File: config.mk
export PLATFORM = sky130hd
export DESIGN_NAME = seg7_scan_decoder_flat
export DESIGN_NICKNAME = d
export VERILOG_FILES = /design/src/rtl/seg7_scan_decoder_if.sv /design/src/rtl/seg7_scan_decoder.sv /design/src/flat_wrapper.sv
export SDC_FILE = /design/constraint.sdc
export NUM_CORES = 1
export LEC_CHECK = 0
export CAP_MARGIN = 40
export CORE_MARGIN = 2
export CORE_UTILIZATION = 25
export DETAILED_ROUTE_END_ITERATION = 8
export HOLD_SLACK_MARGIN = 0.02
export PLACE_DENSITY = 0.39
export SETUP_SLACK_MARGIN = 0.05
export SLEW_MARGIN = 20
export SYNTH_ARGS = -nofsm -noshare
export SYNTH_HDL_FRONTEND = slang
export SYNTH_SLANG_ARGS = --single-unit
File: constraint.sdc
create_clock -name clock -period 4.7 [get_ports clock]
set_input_delay 0.705 -clock clock [delete_from_list [all_inputs] [get_ports clock]]
set_output_delay 0.705 -clock clock [all_outputs]
set_load 0.01 [all_outputs]
File: src/rtl/seg7_scan_decoder_if.sv
`default_nettype none
// ============================================================================
// Module   : seg7_scan_decoder_if
// Brief    : Scanned 7-segment bus plus the decoded-frame results.
// Revision : 1.0
// ============================================================================
interface seg7_scan_decoder_if;
    logic [3:0]  disp_anode;
    logic [7:0]  disp_seg;
    logic        frame_valid;
    logic [15:0] frame_value;
    logic [3:0]  frame_dp;
    logic [3:0]  frame_err;
    logic        scan_stalled;

    modport master (
        output disp_anode, disp_seg,
        input  frame_valid, frame_value, frame_dp, frame_err, scan_stalled
    );

    modport slave (
        input  disp_anode, disp_seg,
        output frame_valid, frame_value, frame_dp, frame_err, scan_stalled
    );
endinterface
`default_nettype wire

File: src/rtl/seg7_scan_decoder.sv
`default_nettype none
// ============================================================================
// Module   : seg7_scan_decoder
// Brief    : Samples a multiplexed 7-segment scan, rejects ghosting and
//            rebuilds the four displayed hex digits as a 16-bit frame.
// Revision : 1.0
// ============================================================================
module seg7_scan_decoder #(
    parameter int STABLE_CYCLES  = 4,
    parameter int TIMEOUT_CYCLES = 65535,
    parameter int CNT_W          = 16
) (
    input  logic               clock,
    input  logic               reset_in,
    seg7_scan_decoder_if.slave bus
);
    localparam int               SC_W          = $clog2(STABLE_CYCLES + 1);
    localparam logic [SC_W-1:0]  c_stable_max  = SC_W'(STABLE_CYCLES);
    localparam logic [SC_W-1:0]  c_stable_last = SC_W'(STABLE_CYCLES - 1);
    localparam logic [CNT_W-1:0] c_timeout     = CNT_W'(TIMEOUT_CYCLES);
    localparam logic [11:0]      c_sync_idle   = 12'hFFF;

    logic [11:0]      r_s1;
    logic [11:0]      r_s2;
    logic [11:0]      r_s3;
    logic [SC_W-1:0]  r_stable_cnt;
    logic             r_done;
    logic [3:0]       r_mask;
    logic [CNT_W-1:0] r_stall_cnt;
    logic             r_frame_valid;
    logic [15:0]      r_frame_value;
    logic [3:0]       r_frame_dp;
    logic [3:0]       r_frame_err;

    logic [3:0]  w_sel;
    logic [7:0]  w_seg;
    logic        w_same;
    logic        w_capture;
    logic [3:0]  w_mask_next;
    logic        w_frame_done;
    logic [3:0]  w_dec_nib;
    logic        w_dec_err;
    logic        w_dec_dp;
    logic [15:0] w_asm_value;
    logic [3:0]  w_asm_dp;
    logic [3:0]  w_asm_err;

    assign w_sel        = ~r_s2[11:8];
    assign w_seg        = r_s2[7:0];
    assign w_same       = (r_s2 == r_s3);
    assign w_capture    = w_same && (r_stable_cnt == c_stable_last) &&
                          $onehot(w_sel) && !r_done;
    assign w_mask_next  = r_mask | w_sel;
    assign w_frame_done = w_capture && (w_mask_next == 4'hF);
    assign w_dec_dp     = ~w_seg[7];

    always_comb begin
        w_dec_nib = 4'h0;
        w_dec_err = 1'b0;
        case (w_seg[6:0])
            7'h40:   w_dec_nib = 4'h0;
            7'h79:   w_dec_nib = 4'h1;
            7'h24:   w_dec_nib = 4'h2;
            7'h30:   w_dec_nib = 4'h3;
            7'h19:   w_dec_nib = 4'h4;
            7'h12:   w_dec_nib = 4'h5;
            7'h02:   w_dec_nib = 4'h6;
            7'h78:   w_dec_nib = 4'h7;
            7'h00:   w_dec_nib = 4'h8;
            7'h10:   w_dec_nib = 4'h9;
            7'h08:   w_dec_nib = 4'hA;
            7'h03:   w_dec_nib = 4'hB;
            7'h46:   w_dec_nib = 4'hC;
            7'h21:   w_dec_nib = 4'hD;
            7'h06:   w_dec_nib = 4'hE;
            7'h0E:   w_dec_nib = 4'hF;
            default: w_dec_err = 1'b1;
        endcase
    end

    // Working digit store; the frame view substitutes the digit being captured
    // so the completing capture lands in the same frame.
    for (genvar gi = 0; gi < 4; gi++) begin : g_digit
        logic [3:0] r_nib;
        logic       r_dp;
        logic       r_err;

        always_ff @(posedge clock or negedge reset_in) begin
            if (!reset_in) begin
                r_nib <= 4'h0;
                r_dp  <= 1'b0;
                r_err <= 1'b0;
            end else if (w_capture && w_sel[gi]) begin
                r_nib <= w_dec_nib;
                r_dp  <= w_dec_dp;
                r_err <= w_dec_err;
            end
        end

        assign w_asm_value[gi*4 +: 4] = w_sel[gi] ? w_dec_nib : r_nib;
        assign w_asm_dp[gi]           = w_sel[gi] ? w_dec_dp  : r_dp;
        assign w_asm_err[gi]          = w_sel[gi] ? w_dec_err : r_err;
    end

    always_ff @(posedge clock or negedge reset_in) begin
        if (!reset_in) begin
            r_s1          <= c_sync_idle;
            r_s2          <= c_sync_idle;
            r_s3          <= c_sync_idle;
            r_stable_cnt  <= '0;
            r_done        <= 1'b0;
            r_mask        <= 4'h0;
            r_stall_cnt   <= '0;
            r_frame_valid <= 1'b0;
            r_frame_value <= 16'h0000;
            r_frame_dp    <= 4'h0;
            r_frame_err   <= 4'h0;
        end else begin
            r_s1 <= {bus.disp_anode, bus.disp_seg};
            r_s2 <= r_s1;
            r_s3 <= r_s2;

            // Capture-done only re-arms once the sampled bus changes.
            if (!w_same) begin
                r_stable_cnt <= '0;
                r_done       <= 1'b0;
            end else begin
                if (r_stable_cnt != c_stable_max) begin
                    r_stable_cnt <= r_stable_cnt + 1'b1;
                end
                if (w_capture) begin
                    r_done <= 1'b1;
                end
            end

            if (w_capture) begin
                r_stall_cnt <= '0;
                r_mask      <= w_frame_done ? 4'h0 : w_mask_next;
            end else if (r_stall_cnt != c_timeout) begin
                r_stall_cnt <= r_stall_cnt + 1'b1;
            end

            r_frame_valid <= w_frame_done;
            if (w_frame_done) begin
                r_frame_value <= w_asm_value;
                r_frame_dp    <= w_asm_dp;
                r_frame_err   <= w_asm_err;
            end
        end
    end

    assign bus.frame_valid  = r_frame_valid;
    assign bus.frame_value  = r_frame_value;
    assign bus.frame_dp     = r_frame_dp;
    assign bus.frame_err    = r_frame_err;
    assign bus.scan_stalled = (r_stall_cnt == c_timeout);
endmodule
`default_nettype wire

File: src/flat_wrapper.sv
// flat-port wrapper written by rule: the top's interface ports become plain ports
module seg7_scan_decoder_flat 
#(
    parameter int STABLE_CYCLES  = 4,
    parameter int TIMEOUT_CYCLES = 65535,
    parameter int CNT_W          = 16
)
  (clock, reset_in, bus_disp_anode, bus_disp_seg, bus_frame_valid, bus_frame_value, bus_frame_dp, bus_frame_err, bus_scan_stalled);
  seg7_scan_decoder_if bus_i ();
  input  logic clock;
  input  logic reset_in;
  input wire logic [$bits(bus_i.disp_anode)-1:0] bus_disp_anode;
  input wire logic [$bits(bus_i.disp_seg)-1:0] bus_disp_seg;
  output wire logic [$bits(bus_i.frame_valid)-1:0] bus_frame_valid;
  output wire logic [$bits(bus_i.frame_value)-1:0] bus_frame_value;
  output wire logic [$bits(bus_i.frame_dp)-1:0] bus_frame_dp;
  output wire logic [$bits(bus_i.frame_err)-1:0] bus_frame_err;
  output wire logic [$bits(bus_i.scan_stalled)-1:0] bus_scan_stalled;
  assign bus_i.disp_anode = bus_disp_anode;
  assign bus_i.disp_seg = bus_disp_seg;
  assign bus_frame_valid = bus_i.frame_valid;
  assign bus_frame_value = bus_i.frame_value;
  assign bus_frame_dp = bus_i.frame_dp;
  assign bus_frame_err = bus_i.frame_err;
  assign bus_scan_stalled = bus_i.scan_stalled;
  seg7_scan_decoder #(.STABLE_CYCLES(STABLE_CYCLES), .TIMEOUT_CYCLES(TIMEOUT_CYCLES), .CNT_W(CNT_W)) u_core (.clock(clock), .reset_in(reset_in), .bus(bus_i));
endmodule
==> flow_summary.json, run 1 <==
{
  "status": "completed",
  "p_int_w": 0.00139,
  "cts_tree": "yes",
  "fmax_mhz": 277,
  "num-fill-cells": 2065,
  "antenna_found_initial": 0,
  "fin_cells": 744,
  "grt_max_degree": 44,
  "combPwrFrac_pct": 5.3,
  "synth-seq-area-share_pct": 55.3,
  "drc": 0,
  "switching_share_pct": 26.0,
  "power.total_w": 0.00188,
  "syn_area_per_cell_um2": 11.5,
  "place_hpwl_mm": 8.70,
  "fin_crit_sh_pct": 76.9,
  "critPathMaxStageDelay_ns": 0.71,
  "path_class": "reg -> reg",
  "insertedDiodeCount": 0,
  "die_w_um": 146,
  "fin_worst_skew_ns": 0.00896,
  "drt_iter0_markers": 133,
  "cap_violations": 0,
  "clk_pin_slew_worst_paths_ns": 0.08,
  "ant_nets": 0,
  "die_y_um": 146,
  "slew_violations": 0,
  "syn_to_final_growth_pct": 19.5,
  "grt_first_pass_wirelength_mm": 19.9,
  "rsz0062_at_grt": "no",
  "cpMostUsedCell": "ha_1",
  "final_net_count": 496,
  "grt_pass1_vias": 3496,
  "holdCritPathClass": "in -> async",
  "regToRegSetupSlack_ns": 1.08,
  "crit_buf_inv": 1,
  "core-area_mm2": 0.0196,
  "post_route_cells_drive_above_1_share_pct": 21.1,
  "period_needed_ns": 3.62,
  "globalplace.congestion": 0.758,
  "io_pins": 40,
  "synth.area.mux_share_pct": 6.49,
  "routed_wl_mm": 12.0,
  "cp-start-kind": "flip-flop",
  "ys_types": 60,
  "synthCells": 437,
  "fin_setup_tns_ns": 0,
  "num_vias": 3438,
  "cts.sinks": 109,
  "synth-adder-area-share_pct": 2.15,
  "critPathArrivalTime_ns": 3.86,
  "cts_buffers": 9,
  "synth_top_family_by_area": "simple AND/OR/NAND/NOR gates",
  "relSlewSlack_pct": 46.2,
  "clock_latency_ns": 0.36,
  "synth_flop_cell": "dfrtp_1",
  "synth_edf_count": 0,
  "p_clk_share_pct": 42.0,
  "portBuffers": 39,
  "via_per_inst": 4.62,
  "critPathMaxFanout": 13,
  "synthSimpleGateAreaFrac_pct": 17.7,
  "p_sw_w": 0.000488,
  "ctsResizeCount": 0,
  "cts.path.max_buffers": 2,
  "cts_root_buf": "clkbuf_16",
  "finalSetupViolCount": 0,
  "syn-cell-area_mm2": 0.00501,
  "pwr-share-seq_pct": 52.8,
  "grt_use_total_pct": 12.0,
  "worstMarginPinSlew_ns": 0.801,
  "avgRoutedWirePerCell_um": 16.2,
  "cts-htree-levels": 3,
  "irDropWorstVdd_mv": 0.152,
  "end_kind": "flip-flop",
  "num_rows": 51,
  "power-per-cell-area_mw_per_mm2": 313,
  "required_ns": 4.95,
  "postCtsSetupBuffers": 0,
  "cts.hold.buffers_added": 0,
  "p_leak_nw": 2.47,
  "drt-pass1-iter-count": 4,
  "crit_chain": "inv_1, ha_1, ha_1, fa_1, nand4bb_1, nor2_1, nand4_2, nor2_4, mux2_2",
  "synth-compound-area-share_pct": 11.2,
  "path_delay_family": "simple AND/OR/NAND/NOR gates",
  "dp_cells": 728,
  "crit_slowest_cell": "dfstp_2",
  "grt.overflow.total": 0,
  "synthTopCellsByArea": "dfrtp_1, dfstp_2, mux2_2",
  "synth_xor_area_share_pct": 3.99,
  "ys_ff_latch": 109,
  "hold_viol": 0,
  "synth_top_area_cell": "dfrtp_1",
  "die-area_mm2": 0.0212,
  "synth_top_area_share_pct": 36.4,
  "synth_nets": 459,
  "yosysWarnings": 0,
  "floorplan.initialDensity_pct": 25.6,
  "synthArstFlopShare_pct": 100
}
[cell type report]
type	instances	area [um^2]	share of cell area [%]
Sequential cell	109	2770	46.3
Tap cell	265	332	5.53
Inverter	14	52.6	0.877
Timing Repair Buffer	43	438	7.31
Clock buffer	9	225	3.76
Clock inverter	7	88.8	1.48
Multi-Input combinational cell	297	2080	34.8
[flip-flops by register name (all words and copies together), names as in the netlist]
signal and flops:
u_core.r_s1 12, u_core.r_mask 4, u_core.r_done 1, u_core.g_digit.r_dp 4
u_core.r_s2 12, u_core.r_stable_cnt 3, u_core.bus.frame_err 4, u_core.bus.frame_dp 4
u_core.r_s3 12, u_core.g_digit.r_nib 16, u_core.r_stall_cnt 16, u_core.bus.frame_valid 1
u_core.g_digit.r_err 4, u_core.bus.frame_value 16
[metal layers]
| layer | GRT usage (%) | wire length (um) | part of all wire, % |
|---|---|---|---|
| met1 | 15.3 | 5460 | 45 |
| met2 | 19.9 | 5980 | 50 |
| met3 | 3.35 | 421 | 3.5 |
| met4 | 3.53 | 168 | 1.4 |
| met5 | 0 | 0 | 0 |
[cells in the final DEF (no fill, tap or decap), types with 6 or more instances in the layout]
cell type / instances
clkdlybuf4s50_1: 38
mux2_2: 27
o31ai_1: 9
nor3_1: 17
nor4_1: 6
o21ai_1: 16
inv_1: 14
nand3_1: 10
nand2_1: 43
nand4_1: 8
nor2_1: 18
a21oi_1: 14
dfstp_2: 36
nand2b_1: 12
o21ai_0: 26
ha_1: 7
dfrtp_1: 73
xor2_1: 16
clkbuf_16: 9
nand4b_1: 7
[metrics by stage]
stage | setup slack [ns] | cell area (um^2) | utilization [%] | hold WS [ns]
after floorplan | 1.46 | 5010 | - | 0.345
after global routing | 0.828 | 5990 | 30.6 | 0.342
final | 1.08 | 5990 | 30.6 | 0.307
after detailed placement | 1.07 | 5680 | 29.0 | 0.347
after global placement | 1.19 | 5650 | 28.8 | 0.346
after CTS | 1.06 | 5990 | 30.6 | 0.319
[kinds of logic after synthesis]
logic type,Yosys count
AND/OR/NAND/NOR,150
flip-flops,109
AO/OA/AOI/OAI,88
buffers and inverters,31
multiplexers,29
XOR/XNOR,22
adder cells (fa/ha/maj),8
[final timing paths]
kind | start | to | cells after the start
max | u_core.r_s2[11]$_DFF_PN1_ | u_core.bus.frame_value[0]$_DFFE_PN0P_ | 9
min | reset_in | u_core.r_stall_cnt[3]$_DFFE_PN0P_ | 1
max reg2reg | u_core.r_s2[11]$_DFF_PN1_ | u_core.bus.frame_value[0]$_DFFE_PN0P_ | 9
min reg2reg | u_core.r_s1[9]$_DFF_PN1_ | u_core.r_s2[9]$_DFF_PN1_ | 0
max in group asynchronous | reset_in | u_core.r_s1[0]$_DFF_PN1_ | 3
min in group clock | u_core.r_s1[9]$_DFF_PN1_ | u_core.r_s2[9]$_DFF_PN1_ | 0
[power groups by stage]
stage	sequential (W)	clock, W	combinational [W]
after CTS	0.000991	0.000823	0.000103
final	0.000990	0.000787	0.0000992
after global placement	0.00101	0	0.0000989
after detailed placement	0.00101	0	0.000102
after global routing	0.000993	0.000866	0.000113
after floorplan	0.000990	0	0.0000657
[synth_stat cells (all sizes together), types with 9 or more instances]
master  instances
mux2           28
nor4            9
nor2           22
nand2b         12
dfstp          36
xor2           17
buf            12
nand2          43
o21ai          43
dfrtp          73
nand4          10
o31ai          10
nand3          10
a21oi          14
inv            14
nor3           17
(Power assumes the default switching activity.)
==> inputs of run 2 (changes only) <==
--- a/config.mk
+++ b/config.mk
@@ -10,7 +10,7 @@
 export CORE_UTILIZATION = 25
 export DETAILED_ROUTE_END_ITERATION = 8
 export HOLD_SLACK_MARGIN = 0.02
-export PLACE_DENSITY = 0.39
+export PLACE_DENSITY = 0.4
 export SETUP_SLACK_MARGIN = 0.05
 export SLEW_MARGIN = 20
 export SYNTH_ARGS = -nofsm -noshare
==> constraint.sdc (replaced) <==
create_clock -name clock -period 2.9 [get_ports clock]
set_input_delay 0.435 -clock clock [delete_from_list [all_inputs] [get_ports clock]]
set_output_delay 0.435 -clock clock [all_outputs]
set_load 0.01 [all_outputs]
==> flow_summary.json, run 2 (synthesis gave the netlist of run 1 again) <==
{
  "status": "completed",
  "routed_wl_mm": 11.8,
  "combPwrFrac_pct": 6.3,
  "final_common_cell": "dfrtp_1",
  "relSlewSlack_pct": 54.3,
  "power-per-cell-area_mw_per_mm2": 478,
  "p_sw_w": 0.000708,
  "ant_nets": 0,
  "irDropWorstVdd_mv": 0.276,
  "finalSetupViolCount": 0,
  "grt.overflow.total": 0,
  "drt_iter0_markers": 216,
  "cts_root_buf": "clkbuf_16",
  "cp-start-kind": "flip-flop",
  "top_layer": "met4",
  "clk_pin_slew_worst_paths_ns": 0.07,
  "num_vias": 3437,
  "die-area_mm2": 0.0212,
  "fin_worst_skew_ns": 0.00965,
  "crit_chain": "ha_1, and3_1, nand3_1, nor4_2, clkdlybuf4s50_1",
  "pwr-share-seq_pct": 54.0,
  "route.met2.wl_mm": 5.44,
  "cts-htree-levels": 3,
  "syn_to_final_growth_pct": 23.3,
  "p_clk_share_pct": 39.6,
  "timing.final.ws_setup_ns": 0.171,
  "cts.sinks": 109,
  "p_int_w": 0.00225,
  "insertedDiodeCount": 0,
  "grt_max_degree": 52,
  "num_rows": 51,
  "grt_pass1_vias": 3534,
  "fin_crit_sh_pct": 94.1,
  "final_net_count": 515,
  "routed-wl-met3_um": 410,
  "critPathArrivalTime_ns": 2.29,
  "die_w_um": 146,
  "path_class": "reg -> out",
  "critPathMaxStageDelay_ns": 0.58,
  "cts_tree": "yes",
  "num-fill-cells": 2002,
  "slew_violations": 0,
  "critPathMaxFanout": 6,
  "via_per_inst": 4.50,
  "holdCritPathClass": "in -> async",
  "post_route_cells_drive_above_1_share_pct": 25.9,
  "place_hpwl_mm": 8.41,
  "crit_buf_inv": 1,
  "core-area_mm2": 0.0196,
  "globalplace.congestion": 0.715,
  "drc": 0,
  "antenna_found_initial": 0,
  "grt_first_pass_wirelength_mm": 19.4,
  "worstMarginPinSlew_ns": 0.684,
  "fmax_mhz": 366,
  "cap_violations": 0,
  "switching_share_pct": 24.0,
  "die_y_um": 146,
  "portBuffers": 39,
  "avgRoutedWirePerCell_um": 15.4,
  "cts.hold.buffers_added": 0,
  "rsz0062_at_grt": "no",
  "grt_use_total_pct": 11.6,
  "period_needed_ns": 2.73,
  "preCtsSetupSlack_ns": 0.0716,
  "cts.path.max_buffers": 2,
  "io_pins": 40,
  "clock_latency_ns": 0.35,
  "end_kind": "output pin",
  "crit_slowest_cell": "clkdlybuf4s50_1",
  "drt-pass1-iter-count": 4,
  "final_cell_mix": "dfrtp_1, nand2_1, clkdlybuf4s50_1",
  "p_leak_nw": 2.54,
  "path_delay_family": "simple AND/OR/NAND/NOR gates",
  "wl_met1_mm": 5.70,
  "required_ns": 2.47,
  "fin_setup_tns_ns": 0,
  "cts_buffers": 9,
  "floorplan.initialDensity_pct": 25.6,
  "hold_viol": 0
}
[run 2: changes by cell type in the layout (fill, tap and decap cells not counted), sizes merged]
cell / delta
buf: +19
clkbuf: +2
clkinv: -1
clkinvlp: +2
inv: -3
[run 2: final cells by class]
class	instances	area, um^2	area share, %
well taps	265	332	5.36
inverters	14	52.6	0.850
clock inverters	5	36.3	0.587
repair buffers	62	598	9.67
multi-input cells	297	2150	34.8
clock buffers	11	243	3.93
flip-flops and latches	109	2770	44.8
[run 2: metal layers]
layer  vias to the layer above  track usage (%)
li1                       1674                -
met1                      1680             16.2
met2                        70             17.7
met3                        13             2.38
met4                         0             4.66
met5                         -                0
[run 2: worst paths after layout]
kind,start,endpoint,slack (ns),depth (start not counted)
max reg2reg,u_core.r_s2[8]$_DFF_PN1_,u_core.bus.frame_value[5]$_DFFE_PN0P_,0.18,9
min reg2reg,u_core.r_s1[2]$_DFF_PN1_,u_core.r_s2[2]$_DFF_PN1_,0.36,0
min in group clock,u_core.r_s1[2]$_DFF_PN1_,u_core.r_s2[2]$_DFF_PN1_,0.36,0
max,u_core.r_stall_cnt[0]$_DFFE_PN0P_,bus_scan_stalled,0.17,5
max in group asynchronous,reset_in,u_core.bus.frame_value[9]$_DFFE_PN0P_,2.14,2
min,reset_in,u_core.r_stall_cnt[12]$_DFFE_PN0P_,0.01,1
[run 2: what timing repair did]
item,4_1_cts,5_1_grt
resized for setup,0,2
endpoints found under the setup margin,0,33
setup buffers,0,4
[run 2: stage by stage]
step | util, % | area [um^2] | hold WS [ns] | std cells | total power (W)
2_1_floorplan | - | 5110 | 0.139 | 437 | 0.00173
3_3_place_gp | 29.9 | 5860 | 0.346 | 743 | 0.00181
3_5_place_dp | 29.9 | 5860 | 0.347 | 743 | 0.00182
4_1_cts | 31.3 | 6140 | 0.0212 | 759 | 0.00302
5_1_grt | 31.6 | 6180 | 0.0317 | 763 | 0.00311
6_report | 31.6 | 6180 | 0.0123 | 763 | 0.00296
[run 2: power by group through the flow]
stage	Sequential [W]	Clock, W	Combinational [W]
4_1_cts	0.00160	0.00123	0.000194
5_1_grt	0.00160	0.00129	0.000211
3_5_place_dp	0.00163	0	0.000193
6_report	0.00160	0.00117	0.000188
3_3_place_gp	0.00162	0	0.000190
2_1_floorplan	0.00161	0	0.000121
